### config.mk
export PLATFORM = sky130hd
export DESIGN_NAME = axi_wr_burst_master
export DESIGN_NICKNAME = d
export VERILOG_FILES = /design/src/rtl/axi_wr_pkg.sv /design/src/rtl/axi_len_fifo.sv /design/src/rtl/axi_wr_burst_master.sv
export SDC_FILE = /design/constraint.sdc
export NUM_CORES = 1
export LEC_CHECK = 0
export BUFFER_PORTS_ARGS = -buffer_cell sky130_fd_sc_hd__buf_2
export CAP_MARGIN = 20
export CORE_MARGIN = 2
export CORE_UTILIZATION = 42
export DETAILED_ROUTE_END_ITERATION = 6
export PLACE_DENSITY = 0.77
export SLEW_MARGIN = 20
export SYNTH_ARGS = -nofsm -noshare
export SYNTH_HDL_FRONTEND = slang
export SYNTH_HIERARCHICAL = 1
export SYNTH_SLANG_ARGS = --single-unit
### constraint.sdc
create_clock -name clk -period 3.9 [get_ports clk]
set_input_delay 0.585 -clock clk [delete_from_list [all_inputs] [get_ports clk]]
set_output_delay 0.585 -clock clk [all_outputs]
set_load 0.02 [all_outputs]
### src/rtl/axi_wr_pkg.sv
// Shared AXI write-channel encodings, FSM state types and a saturating
// counter helper used by the burst master.
package axi_wr_pkg;

  localparam logic [1:0] BURST_FIXED = 2'b00;
  localparam logic [1:0] BURST_INCR  = 2'b01;
  localparam logic [1:0] BURST_WRAP  = 2'b10;
  localparam logic [1:0] BURST_RSVD  = 2'b11;

  localparam logic [1:0] RESP_OKAY   = 2'b00;
  localparam logic [1:0] RESP_EXOKAY = 2'b01;
  localparam logic [1:0] RESP_SLVERR = 2'b10;
  localparam logic [1:0] RESP_DECERR = 2'b11;

  typedef enum logic {AW_IDLE, AW_PEND} aw_state_t;
  typedef enum logic {W_IDLE, W_DATA} w_state_t;

  // Up to two error events can land in one cycle (reserved burst + bad B).
  function automatic logic [7:0] sat_add(input logic [7:0] cnt, input logic [1:0] n);
    logic [8:0] sum;
    sum = {1'b0, cnt} + {7'b0, n};
    return sum[8] ? 8'hFF : sum[7:0];
  endfunction

endpackage

### src/rtl/axi_len_fifo.sv
// Small circular FIFO holding per-burst beat counts; head is read
// combinationally so the W path can compare against it every cycle.
module axi_len_fifo #(
  parameter int DEPTH = 4,
  parameter int WIDTH = 8
) (
  input  logic                         clk,
  input  logic                         rst,
  input  logic                         push,
  input  logic [WIDTH-1:0]             din,
  input  logic                         pop,
  output logic                         full,
  output logic                         empty,
  output logic [WIDTH-1:0]             head,
  output logic [$clog2(DEPTH+1)-1:0]   count
);

  localparam int PW = (DEPTH > 1) ? $clog2(DEPTH) : 1;
  localparam int CW = $clog2(DEPTH+1);

  logic [WIDTH-1:0] mem [DEPTH];
  logic [PW-1:0]    wr_ptr, rd_ptr;
  logic             do_push, do_pop;

  function automatic logic [PW-1:0] next_ptr(input logic [PW-1:0] p);
    return (p == PW'(DEPTH-1)) ? '0 : p + 1'b1;
  endfunction

  assign full    = (count == CW'(DEPTH));
  assign empty   = (count == '0);
  assign head    = mem[rd_ptr];
  assign do_pop  = pop & ~empty;
  assign do_push = push & (~full | do_pop);

  // NOTE: storage is deliberately left out of reset; the pointers and count
  // alone define validity, and a reset-free array maps onto plain RAM cells.
  always_ff @(posedge clk) begin
    if (do_push) mem[wr_ptr] <= din;
  end

  // NOTE: sequential state is always assigned with <= so every flop samples
  // pre-edge values regardless of statement order.
  always_ff @(posedge clk) begin
    if (rst) begin
      wr_ptr <= '0;
      rd_ptr <= '0;
      count  <= '0;
    end else begin
      if (do_push) wr_ptr <= next_ptr(wr_ptr);
      if (do_pop)  rd_ptr <= next_ptr(rd_ptr);
      case ({do_push, do_pop})
        2'b10:   count <= count + 1'b1;
        2'b01:   count <= count - 1'b1;
        default: count <= count;
      endcase
    end
  end

endmodule

### src/rtl/axi_wr_burst_master.sv
// AXI4 write burst master: one AW issue FSM, a pass-through W channel
// framed by a burst-length FIFO, and B-response accounting with error flags.
module axi_wr_burst_master
  import axi_wr_pkg::*;
#(
  parameter int AW      = 32,
  parameter int DW      = 64,
  parameter int MAX_OUT = 4
) (
  input  logic            clk,
  input  logic            rst,
  input  logic [AW-1:0]   cmd_addr,
  input  logic [7:0]      cmd_len,
  input  logic [1:0]      cmd_burst,
  input  logic            cmd_valid,
  output logic            cmd_ready,
  input  logic [DW-1:0]   wdata_in,
  input  logic [DW/8-1:0] wstrb_in,
  input  logic            wvalid_in,
  output logic            wready_out,
  output logic [AW-1:0]   axi_awaddr,
  output logic [7:0]      axi_awlen,
  output logic [2:0]      axi_awsize,
  output logic [1:0]      axi_awburst,
  output logic            axi_awvalid,
  input  logic            axi_awready,
  output logic [DW-1:0]   axi_wdata,
  output logic [DW/8-1:0] axi_wstrb,
  output logic            axi_wlast,
  output logic            axi_wvalid,
  input  logic            axi_wready,
  input  logic [1:0]      axi_bresp,
  input  logic            axi_bvalid,
  output logic            axi_bready,
  output logic            busy,
  output logic            err,
  output logic [7:0]      err_cnt
);

  localparam int              OW      = $clog2(MAX_OUT) + 1;
  localparam int              CW      = $clog2(MAX_OUT + 1);
  localparam logic [OW-1:0]   MAX_CNT = OW'(MAX_OUT);

  aw_state_t       aw_state;
  w_state_t        w_state;
  logic [OW-1:0]   outstanding;
  logic [7:0]      beat;
  logic            fifo_full, fifo_empty;
  logic [7:0]      fifo_head;
  logic [CW-1:0]   fifo_count;
  logic            ne, cmd_hs, b_hs, w_hs, w_last_hs;
  logic            ev_burst, ev_resp, ev_spur;
  logic [1:0]      n_err;

  assign ne          = (w_state == W_DATA);
  assign axi_awsize  = 3'($clog2(DW/8));
  assign axi_bready  = (outstanding != '0);
  assign b_hs        = axi_bvalid & axi_bready;
  assign axi_wvalid  = wvalid_in & ne;
  assign wready_out  = axi_wready & ne;
  assign axi_wdata   = wdata_in;
  assign axi_wstrb   = wstrb_in;
  assign axi_wlast   = ne & (beat == fifo_head);
  assign w_hs        = axi_wvalid & axi_wready;
  assign w_last_hs   = w_hs & axi_wlast;
  assign busy        = (outstanding != '0) | (aw_state == AW_PEND);

  // A same-cycle B (or final W beat) frees the slot being claimed, so a full
  // master can still take a command without the count overshooting.
  assign cmd_ready = (aw_state == AW_IDLE)
                   & ((outstanding != MAX_CNT) | b_hs)
                   & (~fifo_full | w_last_hs);
  assign cmd_hs    = cmd_valid & cmd_ready;

  assign ev_burst = cmd_hs & (cmd_burst == BURST_RSVD);
  assign ev_resp  = b_hs & ((axi_bresp == RESP_SLVERR) | (axi_bresp == RESP_DECERR));
  assign ev_spur  = axi_bvalid & (outstanding == '0);
  assign n_err    = {1'b0, ev_burst} + {1'b0, ev_resp | ev_spur};

  axi_len_fifo #(.DEPTH(MAX_OUT), .WIDTH(8)) u_len_fifo (
    .clk   (clk),
    .rst   (rst),
    .push  (cmd_hs),
    .din   (cmd_len),
    .pop   (w_last_hs),
    .full  (fifo_full),
    .empty (fifo_empty),
    .head  (fifo_head),
    .count (fifo_count)
  );

  always_ff @(posedge clk) begin
    if (rst) begin
      aw_state    <= AW_IDLE;
      axi_awvalid <= 1'b0;
      axi_awaddr  <= '0;
      axi_awlen   <= '0;
      axi_awburst <= '0;
    end else begin
      case (aw_state)
        AW_IDLE: if (cmd_hs) begin
          axi_awaddr  <= cmd_addr;
          axi_awlen   <= cmd_len;
          axi_awburst <= (cmd_burst == BURST_RSVD) ? BURST_INCR : cmd_burst;
          axi_awvalid <= 1'b1;
          aw_state    <= AW_PEND;
        end
        AW_PEND: if (axi_awready) begin
          axi_awvalid <= 1'b0;
          aw_state    <= AW_IDLE;
        end
        default: aw_state <= AW_IDLE;
      endcase
    end
  end

  // W_DATA mirrors "FIFO holds at least one burst"; it drops only when the
  // last queued burst finishes and nothing new is pushed that cycle.
  always_ff @(posedge clk) begin
    if (rst) begin
      w_state <= W_IDLE;
      beat    <= '0;
    end else begin
      if (w_hs) beat <= axi_wlast ? 8'd0 : beat + 8'd1;
      case (w_state)
        W_IDLE: if (cmd_hs) w_state <= W_DATA;
        W_DATA: if (w_last_hs && !cmd_hs && fifo_count == CW'(1)) w_state <= W_IDLE;
        default: w_state <= W_IDLE;
      endcase
    end
  end

  always_ff @(posedge clk) begin
    if (rst) begin
      outstanding <= '0;
      err         <= 1'b0;
      err_cnt     <= '0;
    end else begin
      if (cmd_hs && !b_hs)      outstanding <= outstanding + 1'b1;
      else if (b_hs && !cmd_hs) outstanding <= outstanding - 1'b1;
      if (n_err != 2'd0) begin
        err     <= 1'b1;
        err_cnt <= sat_add(err_cnt, n_err);
      end
    end
  end

endmodule

==> qor.tcl, run 1 <==
set qor(first_global_vias) 3882
set qor(syn_area_sq_um) 5240
set qor(cell_row_count) 40
set qor(report.final.slew_viol_count) 0
set qor(run_status) {completed}
set qor(cts.sink_count) 106
set qor(postSynthAreaPerCell_sq_um) 9.80
set qor(crit_path_max_incr_delay_ns) 0.52
set qor(timing.hold.worst.class) {reg -> reg}
set qor(dr_total_vias) 3945
set qor(fraction_of_the_cycle_the_final_worst_path_needs_pct) 93.8
set qor(worst-endpoint-required_ns) 4.16
set qor(max_slew_margin_pct) 41.0
set qor(grt_first_pass_wirelength_um) 18900
set qor(route.detailed.drc) 0
set qor(gp_congestion) 0.822
set qor(post_synth_inst_count) 534
set qor(finalNonFillerCells) 734
set qor(numCtsBuffers) 9
set qor(finalCriticalPeriod_ns) 3.66
set qor(grt_antenna_before_repair) 1
set qor(area_growth_from_synthesis_to_layout_pct) 9.44
set qor(cts_tree) {built}
set qor(synth_warnings) 6
set qor(timing.critical_path.arrival_ns) 3.92
set qor(final_util_pct) 47.3
set qor(clock_tree.htree_level_count) 3
set qor(start_util_pct) 43.2
set qor(placement.setup.worst_slack_ns) 0.170
set qor(drt-total-wl_um) 12300
set qor(holdWs_ns) 0.458
set qor(critical_path.top_delay_family) {simple AND/OR/NAND/NOR gates}
set qor(timing.critical_path.buf_inv) 3
set qor(critPathKind) {reg -> reg}
set qor(timing.critical_path.slowest_stage_cell) {mux4_2}
set qor(via_per_inst) 5.37
set qor(crit_path_start_kind) {flop}
set qor(core_area_sq_um) 12100
set qor(hpwlAfterDp_um) 8520
set qor(dieArea_sq_um) 13400
set qor(worst_skew_pair.late_latency_ns) 0.34
set qor(worst_setup_path_end_kind) {flop}
set qor(max_slew.worst_pin.slew_ns) 0.885
set qor(postLayoutSetupSlackWorst_ns) 0.240
set qor(drv_cap) 0
set qor(clock_skew_ns) 0.00558
set qor(port_buffers) 107
set qor(area.sequential_sq_um) 2440
set qor(grt_start_max_net_pins) 47
set qor(gr-total-overflow) 0
set qor(detail_route.iter0.violations) 271
set qor(clkSlewWorstSetupHoldPaths_ns) 0.07
set qor(post_route_cells_drive_above_1_share_pct) 27.6
set qor(top_level_ports) 256
set qor(drtAntennaViolNets) 0
set qor(powerDensity_nw_per_um2) 491
set qor(post_cts_hold_buffer_count) 0
set qor(worstPathCellList) {buf_4 -> mux4_2 -> xor2_1 -> nor3_2 -> buf_4 -> nand4_1 -> nand2_2 -> nand3_1 -> ha_1 -> ha_1 -> inv_1 -> fa_1 -> nor3b_2 -> nand3_1 -> or2_4 -> a21oi_1}
set qor(irDropWorstVdd_uv) 249
set qor(firstDrtPassIters) 4
set qor(num-fill-cells) 1168
set qor(post-place-cells) 717
set qor(final_hold_viol_count) 0
set qor(clock_path_buffers) 2
set qor(dieWidth_um) 116
set qor(max_freq_ghz) 0.273
set qor(tns_ns) 0
set qor(num-nets-final) 697
set qor(wire_per_inst_um) 16.7
set qor(min-delay-start) {err}
set qor(p_leak_uw) 0.00224
set qor(final-setup-viol-count) 0
set qor(critical_path_peak_fanout) 5
set qor(grt_util_all_layers_pct) 18.2
set qor(multi_input_area_sq_um) 2050
set qor(die_h_um) 116
set qor(cts-root-buf) {clkbuf_16}
set qor(rsz0062_at_grt) {false}
==> through the flow <==
step	power, uW	cell area [sq um]
global route	2940	5730
finish	2810	5730
global placement	1860	5410
detailed placement	1890	5410
floorplan	1800	5240
CTS	2840	5720
==> timing repair <==
| item | CTS | global route |
|---|---|---|
| endpoints found under the setup margin | 0 | 5 |
| hold endpoints to repair | 0 | 0 |
| gates resized for setup | 0 | 2 |
| buffers inserted | 0 | 0 |
==> report_power, final <==
part,internal (uW),total [uW],switching [uW],leakage [uW]
clock,554,943,389,0.000144
sequential,1230,1290,62.1,0.000898
combinational,219,579,360,0.00120
==> per-layer routing <==
layer / share of wire (%) / wire [um] / up-vias / global-route usage [%]
li1: - / - / 1868 / -
met1: 42 / 5100 / 1905 / 21.5
met4: 2.5 / 308 / 0 / 7.86
met5: 0 / 0 / - / 0
met2: 49 / 6060 / 136 / 30.8
met3: 6.6 / 810 / 36 / 5.33
==> cells in the final DEF (no fill, tap or decap), drive strengths merged, types with 3 or more instances in the layout <==
| master | instances |
|---|---|
| fa | 3 |
| nor3 | 5 |
| o21ai | 47 |
| xnor2 | 6 |
| dfxtp | 74 |
| nand3 | 55 |
| clkinv | 3 |
| mux4 | 8 |
| o21a | 3 |
| or2 | 3 |
| clkbuf | 9 |
| inv | 15 |
| or4 | 4 |
| nor3b | 3 |
| ha | 11 |
| and2 | 7 |
| mux2i | 4 |
| nand3b | 3 |
| or3 | 4 |
| nand2b | 5 |
| buf | 122 |
| edfxtp | 32 |
| nand2 | 17 |
| xor2 | 9 |
| a21oi | 60 |
| a31oi | 6 |
| nor2 | 12 |
| nor4b | 5 |
| conb | 3 |
==> tightest hold or removal path: cells and delay by family (launching register included) <==
kind | cells | cell delay, ns
compound gates | 1 | 0.06
flops | 1 | 0.31
buf+inv | 1 | 0.04
==> registers in the layout, summed over array words and instances (netlist names), 2 cells and up, named ones only <==
name and cells:
axi_awaddr 32, axi_awburst 2, axi_awlen 8, beat 8, err_cnt 8, outstanding 3
u_len_fifo/count 3, u_len_fifo/mem 32, u_len_fifo/rd_ptr 2, u_len_fifo/wr_ptr 2
==> final timing paths <==
check	slack (ns)	cells after the start	endpoint
setup / recovery	0.24	16	err_cnt[1]
hold / removal	0.46	2	err
setup reg to reg	0.24	16	err_cnt[1]
hold reg to reg	0.46	2	err
==> area by class of cell <==
| class | instances | area share (%) |
|---|---|---|
| Sequential cell | 106 | 42.6 |
| Multi-Input combinational cell | 306 | 35.7 |
| Timing Repair Buffer | 122 | 11.5 |
| Inverter | 15 | 1.03 |
| Antenna cell | 1 | 0.0437 |
| Clock inverter | 7 | 1.46 |
| Tap cell | 168 | 3.67 |
| Clock buffer | 9 | 3.93 |
No activity file was read; power rests on OpenSTA's default activity.
==> run 2: changes to the inputs <==
--- a/config.mk
+++ b/config.mk
@@ -5,7 +5,7 @@
 export SDC_FILE = /design/constraint.sdc
 export NUM_CORES = 1
 export LEC_CHECK = 0
-export BUFFER_PORTS_ARGS = -buffer_cell sky130_fd_sc_hd__buf_2
+export BUFFER_PORTS_ARGS = -buffer_cell sky130_fd_sc_hd__buf_4
 export CAP_MARGIN = 20
 export CORE_MARGIN = 2
 export CORE_UTILIZATION = 42
==> run 2 against run 1 <==
Net effect: final cell count did not move; fmax is 1.2% higher; routed wire length down 3.6%; largest cell class unchanged; largest power group unchanged.
==> qor.tcl, run 2 (same netlist as run 1, synthesis figures left out) <==
set qor(cell_row_count) 40 ;# unchanged
set qor(placedInstanceArea_sq_um) 5680 ;# +4.9%
set qor(area_growth_from_synthesis_to_layout_pct) 14.1
set qor(crit_path_max_incr_delay_ns) 0.51 ;# about the same
set qor(worstPathCellList) {buf_12 -> mux4_2 -> xor2_1 -> nor3_2 -> buf_4 -> nand4_1 -> nand2_2 -> nand3_1 -> ha_1 -> ha_1 -> inv_1 -> fa_1 -> nor3b_2 -> nand3_1 -> buf_4 -> nor3_1 -> nor3_1}
set qor(gp_congestion) 0.815 ;# -0.75%
set qor(p_comb_share_pct) 22.5 ;# +1.9 points
set qor(critical_path_peak_fanout) 8 ;# +3
set qor(layout.cell_area.non_filler_sq_um) 5970 ;# +4.2%
set qor(post-place-cells) 717 ;# unchanged
set qor(p_leak_uw) 0.00229 ;# +1.9%
set qor(crit_path_start_kind) {flop}
set qor(dr_total_vias) 3924 ;# -0.53%
set qor(dieArea_sq_um) 13400 ;# unchanged
set qor(cts-root-buf) {clkbuf_16}
set qor(most_common_library_cell_in_the_layout_ignoring_fill_and_taps) {buf_4}
set qor(post_cts_hold_buffer_count) 0 ;# unchanged
set qor(grt_antenna_before_repair) 0 ;# -1
set qor(cts_tree) {built}
set qor(timing.critical_path.arrival_ns) 3.82 ;# -0.10 ns
set qor(worst_skew_pair.late_latency_ns) 0.35 ;# about the same
set qor(clock_tree.htree_level_count) 3 ;# unchanged
set qor(layout_common_cells) {buf_4, dfxtp_1, a21oi_1}
set qor(final-setup-viol-count) 0 ;# unchanged
set qor(cts.sink_count) 106 ;# unchanged
set qor(grt_util_all_layers_pct) 17.6 ;# -0.56 points
set qor(power.share.switching_pct) 30.2 ;# +1.4 points
set qor(finalCriticalPeriod_ns) 3.62 ;# -0.0431 ns
set qor(clkSlewWorstSetupHoldPaths_ns) 0.07 ;# about the same
set qor(firstDrtPassIters) 4 ;# unchanged
set qor(grt_first_pass_wirelength_um) 18400 ;# -2.8%
set qor(route.detailed.drc) 0 ;# unchanged
set qor(hpwlAfterDp_um) 8230 ;# -3.4%
set qor(largest_regs) {axi_awaddr x32, u_len_fifo/mem x32}
set qor(max_freq_ghz) 0.276 ;# +1.2%
set qor(port_buffers) 107 ;# unchanged
set qor(drv_cap) 0 ;# unchanged
set qor(max_slew.worst_pin.slew_ns) 0.772 ;# -0.113 ns
set qor(start_util_pct) 43.2 ;# unchanged
set qor(report.final.slew_viol_count) 0 ;# unchanged
set qor(post_route_cells_drive_above_1_share_pct) 28.3 ;# +0.66 points
set qor(dieWidth_um) 116 ;# unchanged
set qor(max_slew_margin_pct) 48.6 ;# +7.6 points
set qor(worst-endpoint-required_ns) 4.10 ;# -0.06 ns
set qor(postLayoutSetupSlackWorst_ns) 0.283 ;# +0.0431 ns
set qor(critPathKind) {reg -> reg}
set qor(detail_route.iter0.violations) 161 ;# -41%
set qor(via_per_inst) 5.35 ;# -0.53%
set qor(clock_path_buffers) 2 ;# unchanged
set qor(clock_skew_ns) 0.00766 ;# +0.00207 ns
set qor(worst_setup_path_end_kind) {flop}
set qor(powerDensity_nw_per_um2) 465 ;# -5.4%
set qor(power.internal_uw) 1940 ;# -3.3%
set qor(timing.critical_path.slowest_stage_cell) {mux4_2}
set qor(final_hold_viol_count) 0 ;# unchanged
set qor(drt-total-wl_um) 11800 ;# -3.6%
set qor(wire_per_inst_um) 16.1 ;# -3.6%
set qor(timing.hold.worst.class) {in -> reg}
set qor(irDropWorstVdd_uv) 245 ;# -1.4%
set qor(die_h_um) 116 ;# unchanged
set qor(switchingPower_uw) 837 ;# +3.2%
set qor(holdWs_ns) 0.443 ;# -0.0147 ns
set qor(top_level_ports) 256 ;# unchanged
set qor(placement.setup.worst_slack_ns) 0.213 ;# +0.0436 ns
set qor(num-nets-final) 698 ;# +0.14%
set qor(pwr-share-clk_pct) 30.8 ;# -2.7 points
set qor(gr-total-overflow) 0 ;# unchanged
set qor(first_global_vias) 3630 ;# -6.5%
set qor(portion_of_total_power_attributed_to_sequential_cells_pct) 46.7 ;# +0.8 points
set qor(run_status) {completed}
set qor(rsz0062_at_grt) {false}
set qor(core_area_sq_um) 12100 ;# unchanged
set qor(antenna-diode-count) 0 ;# -1
set qor(finalNonFillerCells) 734 ;# unchanged
set qor(tns_ns) 0 ;# unchanged
set qor(fraction_of_the_cycle_the_final_worst_path_needs_pct) 92.7 ;# -1.1 points
set qor(grt_start_max_net_pins) 74 ;# +57%
set qor(drtAntennaViolNets) 0 ;# unchanged
set qor(numCtsBuffers) 9 ;# unchanged
==> run 2: cell count changes in the layout (fill, tap and decap cells not counted), sizes merged <==
cell and change:
buf +1, bufinv -2, clkinv -1, diode -1
inv +3
==> run 2: repair_timing <==
action	CTS	global route
hold endpoints to repair	0	0
gates resized for setup	0	2
setup endpoints to repair	0	6
buffers inserted	0	1
==> run 2: power groups by stage <==
stage,clock network (uW),logic [uW],registers [uW]
finish,855,623,1300
CTS,880,628,1300
global placement,0,602,1310
global route,929,689,1310
detailed placement,0,624,1320
floorplan,0,439,1360
==> run 2: metrics by stage <==
stage | util, % | total power [uW]
CTS | 49.2 | 2800
global placement | 46.9 | 1920
finish | 49.3 | 2770
global route | 49.3 | 2930
floorplan | - | 1800
detailed placement | 46.9 | 1940
==> run 2: cell type report <==
| class | count | area, sq um |
|---|---|---|
| clock inverters | 7 | 52.6 |
| inverters | 15 | 58.8 |
| multi-input cells | 306 | 2050 |
| repair buffers | 123 | 936 |
| clock buffers | 9 | 225 |
| well taps | 168 | 210 |
| flip-flops and latches | 106 | 2440 |
| fillers | 1131 | 6140 |
==> run 2: worst paths after layout <==
check	endpoint	cells past startpoint	startpoint	slack (ns)
worst min-delay path	u_len_fifo/mem[2][6]	1	cmd_len[6]	0.44
worst max register to register	err_cnt[6]	17	flop	0.28
worst min register to register	err	2	err	0.46
worst max-delay path	err_cnt[6]	17	flop	0.28
==> run 2: critical path, delay by kind of cell, from the launching register on <==
kind,cells,cell delay [ns]
xor+xnor,1,0.16
fa+ha+maj,3,0.83
buf+inv,4,0.53
flops,1,0.36
mux,1,0.51
simple gates,8,1.09
==> run 2: layer usage <==
metal | up-vias | part of all wire, % | track usage (%)
met2 | 166 | 49 | 28.0
met5 | - | 0 | 0
li1 | 1878 | - | -
met1 | 1848 | 41 | 22.6
met4 | 0 | 2.0 | 6.75
met3 | 32 | 7.9 | 5.60
